<file path="config.mk">
export PLATFORM = sky130hd
export DESIGN_NAME = tag_cam_4x6_flat
export DESIGN_NICKNAME = d
export VERILOG_FILES = /design/src/rtl/tag_cam_4x6_pkg.sv /design/src/rtl/tag_cam_4x6_if.sv /design/src/rtl/tag_cam_4x6_tag_entry.sv /design/src/rtl/tag_cam_4x6.sv /design/src/flat_wrapper.sv
export SDC_FILE = /design/constraint.sdc
export NUM_CORES = 1
export LEC_CHECK = 0
export BUFFER_PORTS_ARGS = -buffer_cell sky130_fd_sc_hd__buf_2
export CAP_MARGIN = 20
export CORE_MARGIN = 8
export CORE_UTILIZATION = 35
export DETAILED_ROUTE_END_ITERATION = 10
export GPL_ROUTABILITY_DRIVEN = 0
export RECOVER_POWER = 100
export SLEW_MARGIN = 25
export SYNTH_ARGS = -nofsm -noshare
export SYNTH_HDL_FRONTEND = slang
export SYNTH_SLANG_ARGS = --single-unit
</file>
<file path="constraint.sdc">
create_clock -name clk -period 3.43 [get_ports clk]
set_input_delay 0.343 -clock clk [delete_from_list [all_inputs] [get_ports clk]]
set_output_delay 0.343 -clock clk [all_outputs]
set_load 0.01 [all_outputs]
</file>
<file path="src/rtl/tag_cam_4x6_pkg.sv">
// Shared types and helpers for the 4-entry, 6-bit tag CAM.
// No logic state; pure types, sizes and combinational helper functions.
// No flow control of its own.
package tag_cam_4x6_pkg;

    localparam int TAG_W   = 6;
    localparam int ENTRIES = 4;
    localparam int IDX_W   = 2;

    typedef logic [TAG_W-1:0]   tag_t;
    typedef logic [IDX_W-1:0]   idx_t;
    typedef logic [ENTRIES-1:0] vec_t;
    typedef logic [2:0]         cnt_t;

    // Encode a one-hot (or all-zero) entry vector into an index; zero maps to 0.
    function automatic idx_t onehot_to_idx(vec_t oh);
        idx_t r;
        r = '0;
        for (int i = 0; i < ENTRIES; i++) begin
            if (oh[i]) begin
                r = r | idx_t'(i);
            end
        end
        return r;
    endfunction

    // Count set bits of an entry vector (0..ENTRIES).
    function automatic cnt_t popcount(vec_t v);
        cnt_t c;
        c = '0;
        for (int i = 0; i < ENTRIES; i++) begin
            c = c + cnt_t'(v[i]);
        end
        return c;
    endfunction

endpackage

</file>
<file path="src/rtl/tag_cam_4x6_if.sv">
// Request/result bundle between a CAM client and the tag CAM.
// Lookup results return one cycle after the request.
// No backpressure: requests are accepted every cycle.
interface tag_cam_4x6_if;
    import tag_cam_4x6_pkg::*;

    logic flush;
    logic wr_en;
    tag_t wr_tag;
    logic lk_en;
    tag_t lk_tag;
    logic hit_valid;
    logic hit;
    idx_t hit_idx;
    cnt_t occupancy;
    logic full;

    modport master (
        output flush, wr_en, wr_tag, lk_en, lk_tag,
        input  hit_valid, hit, hit_idx, occupancy, full
    );

    modport slave (
        input  flush, wr_en, wr_tag, lk_en, lk_tag,
        output hit_valid, hit, hit_idx, occupancy, full
    );
endinterface

</file>
<file path="src/rtl/tag_cam_4x6_tag_entry.sv">
// One CAM entry: tag register, valid bit, and two equality compares (lookup, insert).
// Write takes effect at the next edge; compares are combinational on stored state.
// No backpressure.
module tag_entry
    import tag_cam_4x6_pkg::*;
(
    input  logic clk,
    input  logic rst,
    input  logic clr,
    input  logic we,
    input  tag_t d,
    input  tag_t lk_tag,
    input  tag_t wr_cmp,
    output logic valid,
    output logic lk_match,
    output logic wr_match
);

    tag_t tag_q;

    // Valid bit: reset and clear win over a write.
    always_ff @(posedge clk) begin
        if (rst) begin
            valid <= 1'b0;
        end else if (clr) begin
            valid <= 1'b0;
        end else if (we) begin
            valid <= 1'b1;
        end
    end

    // Tag storage carries no reset; an invalid entry's tag is never observed.
    always_ff @(posedge clk) begin
        if (we) begin
            tag_q <= d;
        end
    end

    // A match needs a valid entry and a zero XOR between stored and presented tag.
    assign lk_match = valid && ~|(tag_q ^ lk_tag);
    assign wr_match = valid && ~|(tag_q ^ wr_cmp);

endmodule

</file>
<file path="src/rtl/tag_cam_4x6.sv">
// 4-entry 6-bit tag CAM with insert (dup-suppress, fill-lowest, round-robin replace) and lookup.
// Insert visible 1 edge later; lookup result registered, 1 cycle latency, pre-edge contents.
// No backpressure: one insert and one lookup accepted every cycle.
module tag_cam_4x6
    import tag_cam_4x6_pkg::*;
(
    input  logic           clk,
    input  logic           rst,
    tag_cam_4x6_if.slave   bus
);

    vec_t vld;
    vec_t lk_match;
    vec_t wr_match;
    vec_t we;
    vec_t free_oh;
    idx_t vp;
    logic dup;
    logic insert;
    logic full_w;
    cnt_t occ_w;
    logic hit_valid_q;
    logic hit_q;
    idx_t hit_idx_q;

    for (genvar g = 0; g < ENTRIES; g++) begin : g_ent
        tag_entry u_ent (
            .clk      (clk),
            .rst      (rst),
            .clr      (bus.flush),
            .we       (we[g]),
            .d        (bus.wr_tag),
            .lk_tag   (bus.lk_tag),
            .wr_cmp   (bus.wr_tag),
            .valid    (vld[g]),
            .lk_match (lk_match[g]),
            .wr_match (wr_match[g])
        );
    end

    assign occ_w  = popcount(vld);
    assign full_w = (occ_w == cnt_t'(ENTRIES));
    assign dup    = |wr_match;
    assign insert = bus.wr_en && !bus.flush && !dup;

    // Pick the lowest-index invalid entry as the fill target.
    always_comb begin
        logic found;
        free_oh = '0;
        found   = 1'b0;
        for (int i = 0; i < ENTRIES; i++) begin
            if (!vld[i] && !found) begin
                free_oh[i] = 1'b1;
                found      = 1'b1;
            end
        end
    end

    // Route the insert to the free slot, or to the victim when the array is full.
    always_comb begin
        we = '0;
        if (insert) begin
            if (full_w) begin
                we = vec_t'(1) << vp;
            end else begin
                we = free_oh;
            end
        end
    end

    // Victim pointer only advances on a replacement; flush leaves it alone.
    always_ff @(posedge clk) begin
        if (rst) begin
            vp <= '0;
        end else if (insert && full_w) begin
            vp <= vp + idx_t'(1);
        end
    end

    // Register the lookup result; idle cycles return all zeros.
    always_ff @(posedge clk) begin
        if (rst) begin
            hit_valid_q <= 1'b0;
            hit_q       <= 1'b0;
            hit_idx_q   <= '0;
        end else begin
            hit_valid_q <= bus.lk_en;
            hit_q       <= bus.lk_en && |lk_match;
            hit_idx_q   <= bus.lk_en ? onehot_to_idx(lk_match) : '0;
        end
    end

    assign bus.hit_valid = hit_valid_q;
    assign bus.hit       = hit_q;
    assign bus.hit_idx   = hit_idx_q;
    assign bus.occupancy = occ_w;
    assign bus.full      = full_w;

endmodule

</file>
<file path="src/flat_wrapper.sv">
// flat-port wrapper written by rule: the top's interface ports become plain ports
module tag_cam_4x6_flat import tag_cam_4x6_pkg::*;
  (clk, rst, bus_flush, bus_wr_en, bus_wr_tag, bus_lk_en, bus_lk_tag, bus_hit_valid, bus_hit, bus_hit_idx, bus_occupancy, bus_full);
  tag_cam_4x6_if bus_i ();
  input  logic clk;
  input  logic rst;
  input wire logic [$bits(bus_i.flush)-1:0] bus_flush;
  input wire logic [$bits(bus_i.wr_en)-1:0] bus_wr_en;
  input wire logic [$bits(bus_i.wr_tag)-1:0] bus_wr_tag;
  input wire logic [$bits(bus_i.lk_en)-1:0] bus_lk_en;
  input wire logic [$bits(bus_i.lk_tag)-1:0] bus_lk_tag;
  output wire logic [$bits(bus_i.hit_valid)-1:0] bus_hit_valid;
  output wire logic [$bits(bus_i.hit)-1:0] bus_hit;
  output wire logic [$bits(bus_i.hit_idx)-1:0] bus_hit_idx;
  output wire logic [$bits(bus_i.occupancy)-1:0] bus_occupancy;
  output wire logic [$bits(bus_i.full)-1:0] bus_full;
  assign bus_i.flush = bus_flush;
  assign bus_i.wr_en = bus_wr_en;
  assign bus_i.wr_tag = bus_wr_tag;
  assign bus_i.lk_en = bus_lk_en;
  assign bus_i.lk_tag = bus_lk_tag;
  assign bus_hit_valid = bus_i.hit_valid;
  assign bus_hit = bus_i.hit;
  assign bus_hit_idx = bus_i.hit_idx;
  assign bus_occupancy = bus_i.occupancy;
  assign bus_full = bus_i.full;
  tag_cam_4x6 u_core (.clk(clk), .rst(rst), .bus(bus_i));
endmodule
</file>
==> results of run 1 <==
[flip-flops by register name (all words and copies together), names as in the netlist]
register,flops
u_core.bus.hit,1
u_core.bus.hit_idx,2
u_core.bus.hit_valid,1
u_core.g_ent.u_ent.tag_q,24
u_core.g_ent.u_ent.valid,4
u_core.vp,2
[worst max-delay path by stage]
stage	endpoint	slack, ns	cells after the start
floorplan	u_core.g_ent[2].u_ent.tag_q[0]	0.80	11
global placement	u_core.g_ent[1].u_ent.tag_q[3]	0.73	10
detailed placement	u_core.g_ent[1].u_ent.tag_q[1]	0.67	10
CTS	u_core.g_ent[1].u_ent.tag_q[1]	0.66	10
global route	u_core.g_ent[2].u_ent.tag_q[4]	0.46	11
finish	u_core.g_ent[1].u_ent.tag_q[3]	0.64	10
[stage by stage]
stage               power [µW]  instance area (µm²)  std cells  utilization, %  hold WS, ns
floorplan                  495                 1820        155               -        0.442
global placement           533                 2030        248            40.0        0.519
detailed placement         532                 2030        248            40.0        0.517
CTS                        860                 2130        256            42.1        0.322
global route               887                 2100        256            41.5        0.318
finish                     849                 2100        256            41.5        0.319
[cells in the mapped netlist, drive strengths merged (4+ instances only)]
cell,instances
inv,7
xnor2,24
nand2,7
a21oi,4
nor2,13
ha,7
nand2b,5
dfxtp,10
xor2,24
edfxtp,24
nand4,7
nor4,7
[layout make-up]
| class | count | area [µm²] | area share [%] |
|---|---|---|---|
| flip-flops and latches | 34 | 921 | 43.8 |
| well taps | 70 | 87.6 | 4.16 |
| clock buffers | 6 | 93.8 | 4.46 |
| multi-input cells | 112 | 861 | 40.9 |
| inverters | 7 | 26.3 | 1.25 |
| clock inverters | 2 | 10.0 | 0.476 |
| repair buffers | 25 | 105 | 4.99 |
[power breakdown]
part | total (µW) | internal, µW | switching (µW)
clock | 329 | 184 | 145
sequential | 448 | 445 | 3.81
combinational | 71.8 | 28.2 | 43.6
[worst min-delay path: stages]
cell                       delay, ns
sky130_fd_sc_hd__buf_2          0.08
sky130_fd_sc_hd__nand2b_1       0.09
sky130_fd_sc_hd__inv_1          0.06
[cells by family after synthesis]
kind of cell	count (synthesis)	share of synthesized area (%)
AND/OR/NAND/NOR	42	12.4
buffers and inverters	9	1.85
flip-flops	34	50.5
adder cells (fa/ha/maj)	8	5.90
XOR/XNOR	48	23.1
multiplexers	3	1.72
AO/OA/AOI/OAI	11	4.60
[routing by layer]
metal / wire length, µm / part of all wire, %
met5: 0 / 0
met4: 84 / 1.9
met3: 277 / 6.3
met2: 1810 / 41
met1: 2220 / 50
==> results.md, run 1 <==
* Met2 track demand over resource in global routing at 17.4%
* CP max-delay cell: sky130_fd_sc_hd__nor2_1
* Path category of the worst min-delay check: primary input to register
* Data arrival time of the critical path at 2.71 ns
* Met1 routing resource usage after global routing at 17.1%
* Synth area leader: sky130_fd_sc_hd__edfxtp_1
* Count of H-tree levels built during CTS at 2
* Number of buffers added for setup after CTS at 0
* Fin nets at 210
* Fillers at 506
* Gate count after technology mapping at 155
* Number of buffers inserted for hold repair after clock tree synthesis at 0
* Fmax at 0.359 GHz
* Post-Synthesis Mean Instance Area at 11.8 µm²
* Number of endpoints with negative hold slack in the final report at 0
* Full die area at 7770 µm²
* Initial Util at 35.9%
* Min Tclk post-route at 2.79 ns
* Total DRC errors in the routed layout at 0
* Port buffer count at 24
* Least-Margin Pin Slew at 0.603 ns
* Setup violators final at 0
* Busiest layer in global routing: met2
* Crit-path max cell delay at 0.44 ns
* Count of yosys warnings during synthesis at 0
* Hold Path Cell Cnt at 3
* Worst Path Max Fanout at 6
* Clock transition at the registers of the reported paths at 0.07 ns
* Kind of capture point of the worst setup path: register
* Required time of the worst setup path at 3.36 ns
* Height of the die at 88.2 µm
* Area share of the leading cell type in the synthesized netlist at 39.5%
* Maximum count of clock buffers along a single path at 2
* DRC violation total after the first TritonRoute iteration at 50
* Synth cell types at 26
* Die span in x at 88.2 µm
* Biggest area contributors in the synthesized netlist: sky130_fd_sc_hd__edfxtp_1 40%, sky130_fd_sc_hd__xnor2_1 12%, sky130_fd_sc_hd__xor2_1 12%, sky130_fd_sc_hd__dfxtp_1 11%, sky130_fd_sc_hd__ha_1 4.8%
* Count of vias placed by the detailed router at 1212
* Pre-antenna DRT Iters at 4
* Standard-cell rows at 26
* Wire length per cell after detailed routing at 17.2 µm
* MaxCap Viol Count at 0
* Antenna diodes at 0
* Clock latency on the worst-skew pair at 0.28 ns
* Normalized max-slew margin at 59.4%
* Cell breakdown of the critical path: inv_1 -> ha_1 -> inv_1 -> fa_1 -> ha_1 -> nor2_1 -> nand2_1 -> inv_1 -> mux2i_1 -> nor2_1
* Hold Startpoint: bus_lk_en
* Reg2Reg Depth at 10
* Total routed wirelength at 4390 µm
* HPWL after detailed placement at 3320 µm
* TritonCTS sink count at 34
* Most frequently used flop master after synthesis: sky130_fd_sc_hd__edfxtp_1
* Average vias per placed instance at 4.73
* Category of the worst setup path launch point: register
* Unrepaired setup endpoints after global routing: false
* Gr ovfl total at 0
* Worst setup slack for register-to-register paths at 0.64 ns
* Share of post-route cells with drive strength above 1 at 10.8%
* Post-cts gate resize count at 0
* Cell family contributing the most delay on the critical path: adder cells
* Outcome: finished, final reports clean
* Worst Skew at 0.00360 ns
* Area of the mapped netlist at 1820 µm²
* Area of the core at 5070 µm²
* Beginning of the worst register-to-register path: u_core.g_ent[1].u_ent.valid
* IO Count at 25
* Synth Register Bits at 34
* Total nets after synthesis at 180
* Final WS setup at 0.644 ns
* Layout area overhead at 15.4%
* Worst setup path class: register to register
* ANT nets after route at 0
* Maximum vdd drop at 0.279 mV
* Most frequent cells in the layout: 24 x sky130_fd_sc_hd__xor2_1, 24 x sky130_fd_sc_hd__xnor2_1, 24 x sky130_fd_sc_hd__edfxtp_1, 16 x sky130_fd_sc_hd__clkbuf_1, 13 x sky130_fd_sc_hd__nor2_1
* Cell at the root of the clock tree: sky130_fd_sc_hd__clkbuf_8
* Hold EP: u_core.bus.hit_valid
* Total power divided by cell area at 403 nW/µm²
* Gr usage total at 12.4%
* Wire length of the first global-routing pass at 6910 µm
* Inserted Clock Buffers at 5
* Total Negative Setup Slacks at 0 ns
* Initial antenna violation count at 0
* Fraction of met3 tracks used by global routing at 4.03%
* Sequential cell area fraction in the yosys report at 50.5%
* Part of the cycle the worst path needs at 81.2%
* Count of flip-flops with a built-in enable after synthesis at 24
* Most frequent cell on the critical path: sky130_fd_sc_hd__inv_1
* Worst reg2reg endpoint: u_core.g_ent[1].u_ent.tag_q[3]
* Buffer and inverter count on the worst path at 3
* TritonCTS clock tree: built
* Placement Setup Slack at 0.666 ns
* Maximum number of pins on one net before global-route repair at 12
* Start point of the critical path: u_core.g_ent[1].u_ent.valid
* Number of pins with negative max-slew slack in the final report at 0
* Reported leakage power at 0.000730 µW
* Fraction of registers with async set or reset after synthesis at 0%
* Vias in the first global route at 1295
No activity file was read; power rests on OpenSTA's default activity.
==> run 2, diff against run 1 <==
Clock period 3.43 ns to 2.7 ns, I/O delays scaled along.
==> run 2 against run 1 <==
Effect of this change: highest routed layer unchanged; global-route usage decreased by 1.1 points; sequential share of layout area decreased by 0.92 points; cell count increased by 2.7%; critical endpoint is now u_core.g_ent[2].u_ent.tag_q[1].
==> results.md, run 2 (synthesized netlist as in run 1, its figures left out) <==
* Height of the die at 88.2 µm (unchanged)
* Number of buffers added for setup after CTS at 0 (unchanged)
* Maximum number of pins on one net before global-route repair at 12 (unchanged)
* Wire length per cell after detailed routing at 15.1 µm (-12%)
* Max FFs per register at 24 (unchanged)
* DRC violation total after the first TritonRoute iteration at 38 (-24%)
* Required time of the worst setup path at 2.69 ns (-0.67 ns)
* Largest registers ranked by flip-flop count: u_core.g_ent.u_ent.tag_q x24, u_core.g_ent.u_ent.valid x4
* Antenna diodes at 0 (unchanged)
* Busiest layer in global routing: met2
* Count of vias placed by the detailed router at 1209 (-0.25%)
* HPWL after detailed placement at 3090 µm (-6.9%)
* Worst Path Max Fanout at 6 (unchanged)
* Fin nets at 217 (+3.3%)
* Min Tclk post-route at 2.46 ns (-0.330 ns)
* Most frequent cells in the layout: 24 x sky130_fd_sc_hd__xor2_1, 24 x sky130_fd_sc_hd__xnor2_1, 24 x sky130_fd_sc_hd__edfxtp_1, 15 x sky130_fd_sc_hd__clkbuf_1, 12 x sky130_fd_sc_hd__nor2_1
* Initial Util at 35.9% (unchanged)
* Cell at the root of the clock tree: sky130_fd_sc_hd__clkbuf_8
* Final WS setup at 0.243 ns (-0.400 ns)
* Path category of the worst min-delay check: primary input to register
* Placement Setup Slack at 0.0671 ns (-0.599 ns)
* Reported leakage power at 0.000760 µW (+4.1%)
* Gr usage total at 11.4% (-1.1 points)
* TritonCTS sink count at 34 (unchanged)
* Met2 track demand over resource in global routing at 17.9% (+0.54 points)
* Fillers at 513 (+1.4%)
* Total power divided by cell area at 474 nW/µm² (+18%)
* Total Negative Setup Slacks at 0 ns (unchanged)
* Data arrival time of the critical path at 2.45 ns (-0.26 ns)
* Post-place instance area at 2080 µm² (+2.6%)
* Port buffer count at 24 (unchanged)
* Gr ovfl total at 0 (unchanged)
* Average vias per placed instance at 4.60 (-2.9%)
* Category of the worst setup path launch point: register
* Initial antenna violation count at 0 (unchanged)
* Maximum count of clock buffers along a single path at 2 (unchanged)
* Sequential cell area at 921 µm² (unchanged)
* Reg with most FFs: u_core.g_ent.u_ent.tag_q
* Maximum vdd drop at 0.323 mV (+16%)
* Area of the core at 5070 µm² (unchanged)
* Share of post-route cells with drive strength above 1 at 15.5% (+4.8 points)
* Layout area overhead at 17.9%
* Number of pins with negative max-slew slack in the final report at 0 (unchanged)
* Multi-input logic area at 871 µm² (+1.2%)
* MaxCap Viol Count at 0 (unchanged)
* IO Count at 25 (unchanged)
* ANT nets after route at 0 (unchanged)
* Unrepaired setup endpoints after global routing: false
* Number of endpoints with negative hold slack in the final report at 0 (unchanged)
* Post-cts gate resize count at 0 (unchanged)
* Setup violators final at 0 (unchanged)
* Inserted Clock Buffers at 5 (unchanged)
* Clock latency on the worst-skew pair at 0.28 ns (about the same)
* Fmax at 0.407 GHz (+13%)
* Normalized max-slew margin at 62.2% (+2.8 points)
* Vias in the first global route at 1327 (+2.5%)
* TritonCTS clock tree: built
* Worst setup path class: register to register
* Layout Cell Area excl Fill at 2150 µm² (+2.1%)
* Die span in x at 88.2 µm (unchanged)
* Worst Skew at 0.00340 ns (-0.000202 ns)
* Kind of capture point of the worst setup path: register
* Outcome: finished, final reports clean
* Fraction of met3 tracks used by global routing at 3.75% (-0.28 points)
* Final Instance Count excl. Fillers at 263 (+2.7%)
* Standard-cell rows at 26 (unchanged)
* Placed Cells incl. Taps at 255 (+2.8%)
* Number of buffers inserted for hold repair after clock tree synthesis at 0 (unchanged)
* Met1 routing resource usage after global routing at 13.8% (-3.3 points)
* Full die area at 7770 µm² (unchanged)
* Total routed wirelength at 3970 µm (-9.7%)
* Count of H-tree levels built during CTS at 2 (unchanged)
* Clock transition at the registers of the reported paths at 0.07 ns (about the same)
* Total DRC errors in the routed layout at 0 (unchanged)
* Part of the cycle the worst path needs at 91.0% (+9.8 points)
* Least-Margin Pin Slew at 0.568 ns (-0.0359 ns)
* Pre-antenna DRT Iters at 4 (unchanged)
* Wire length of the first global-routing pass at 6380 µm (-7.8%)
==> run 2: changes by cell type in the layout (fill, tap and decap cells not counted), sizes merged <==
cell      previous run  this run
clkbuf              22        20
clkinvlp             0         1
buf                  9        17
==> run 2: metrics by stage <==
stage	util, %	total power, µW	hold WS [ns]
global route	42.4	1070	0.231
global placement	41.1	673	0.509
finish	42.4	1020	0.228
detailed placement	41.1	674	0.522
CTS	42.7	1040	0.214
floorplan	-	629	0.369
==> run 2: layout make-up <==
| class | instances | area share (%) |
|---|---|---|
| clock buffer | 5 | 3.20 |
| clock inverter | 3 | 0.757 |
| inverter | 7 | 1.22 |
| tap | 70 | 4.07 |
| sequential | 34 | 42.8 |
| multi-input combinational | 112 | 40.5 |
| timing repair buffer | 32 | 7.39 |
==> run 2: where the power goes <==
group | total, µW | internal (µW) | switching (µW)
clock network | 360 | 176 | 184
registers | 569 | 565 | 4.29
logic | 90.3 | 37.4 | 52.9
==> run 2: critical path: stages (launching register included) <==
cell	delay, ns
sky130_fd_sc_hd__dfxtp_1	0.34
sky130_fd_sc_hd__inv_1	0.05
sky130_fd_sc_hd__ha_1	0.27
sky130_fd_sc_hd__inv_1	0.05
sky130_fd_sc_hd__fa_1	0.36
sky130_fd_sc_hd__ha_1	0.31
sky130_fd_sc_hd__nor2_1	0.05
sky130_fd_sc_hd__nand2_1	0.09
sky130_fd_sc_hd__buf_4	0.14
sky130_fd_sc_hd__nand2_1	0.07
sky130_fd_sc_hd__o21a_1	0.17
sky130_fd_sc_hd__nor2_1	0.08
sky130_fd_sc_hd__buf_2	0.20
==> run 2: worst paths after layout <==
path,start,slack [ns],end,depth (start not counted)
worst min register to register,u_core.vp[1],0.53,u_core.vp[1],2
worst max register to register,u_core.g_ent[1].u_ent.valid,0.24,u_core.g_ent[2].u_ent.tag_q[1],12
worst max-delay path,u_core.g_ent[1].u_ent.valid,0.24,u_core.g_ent[2].u_ent.tag_q[1],12
worst min-delay path,bus_flush,0.23,u_core.g_ent[1].u_ent.valid,2
==> run 2: layer usage <==
metal,wire (µm),vias up
met5,0,-
met4,40,0
met3,280,4
met2,1750,35
met1,1900,555
li1,-,615
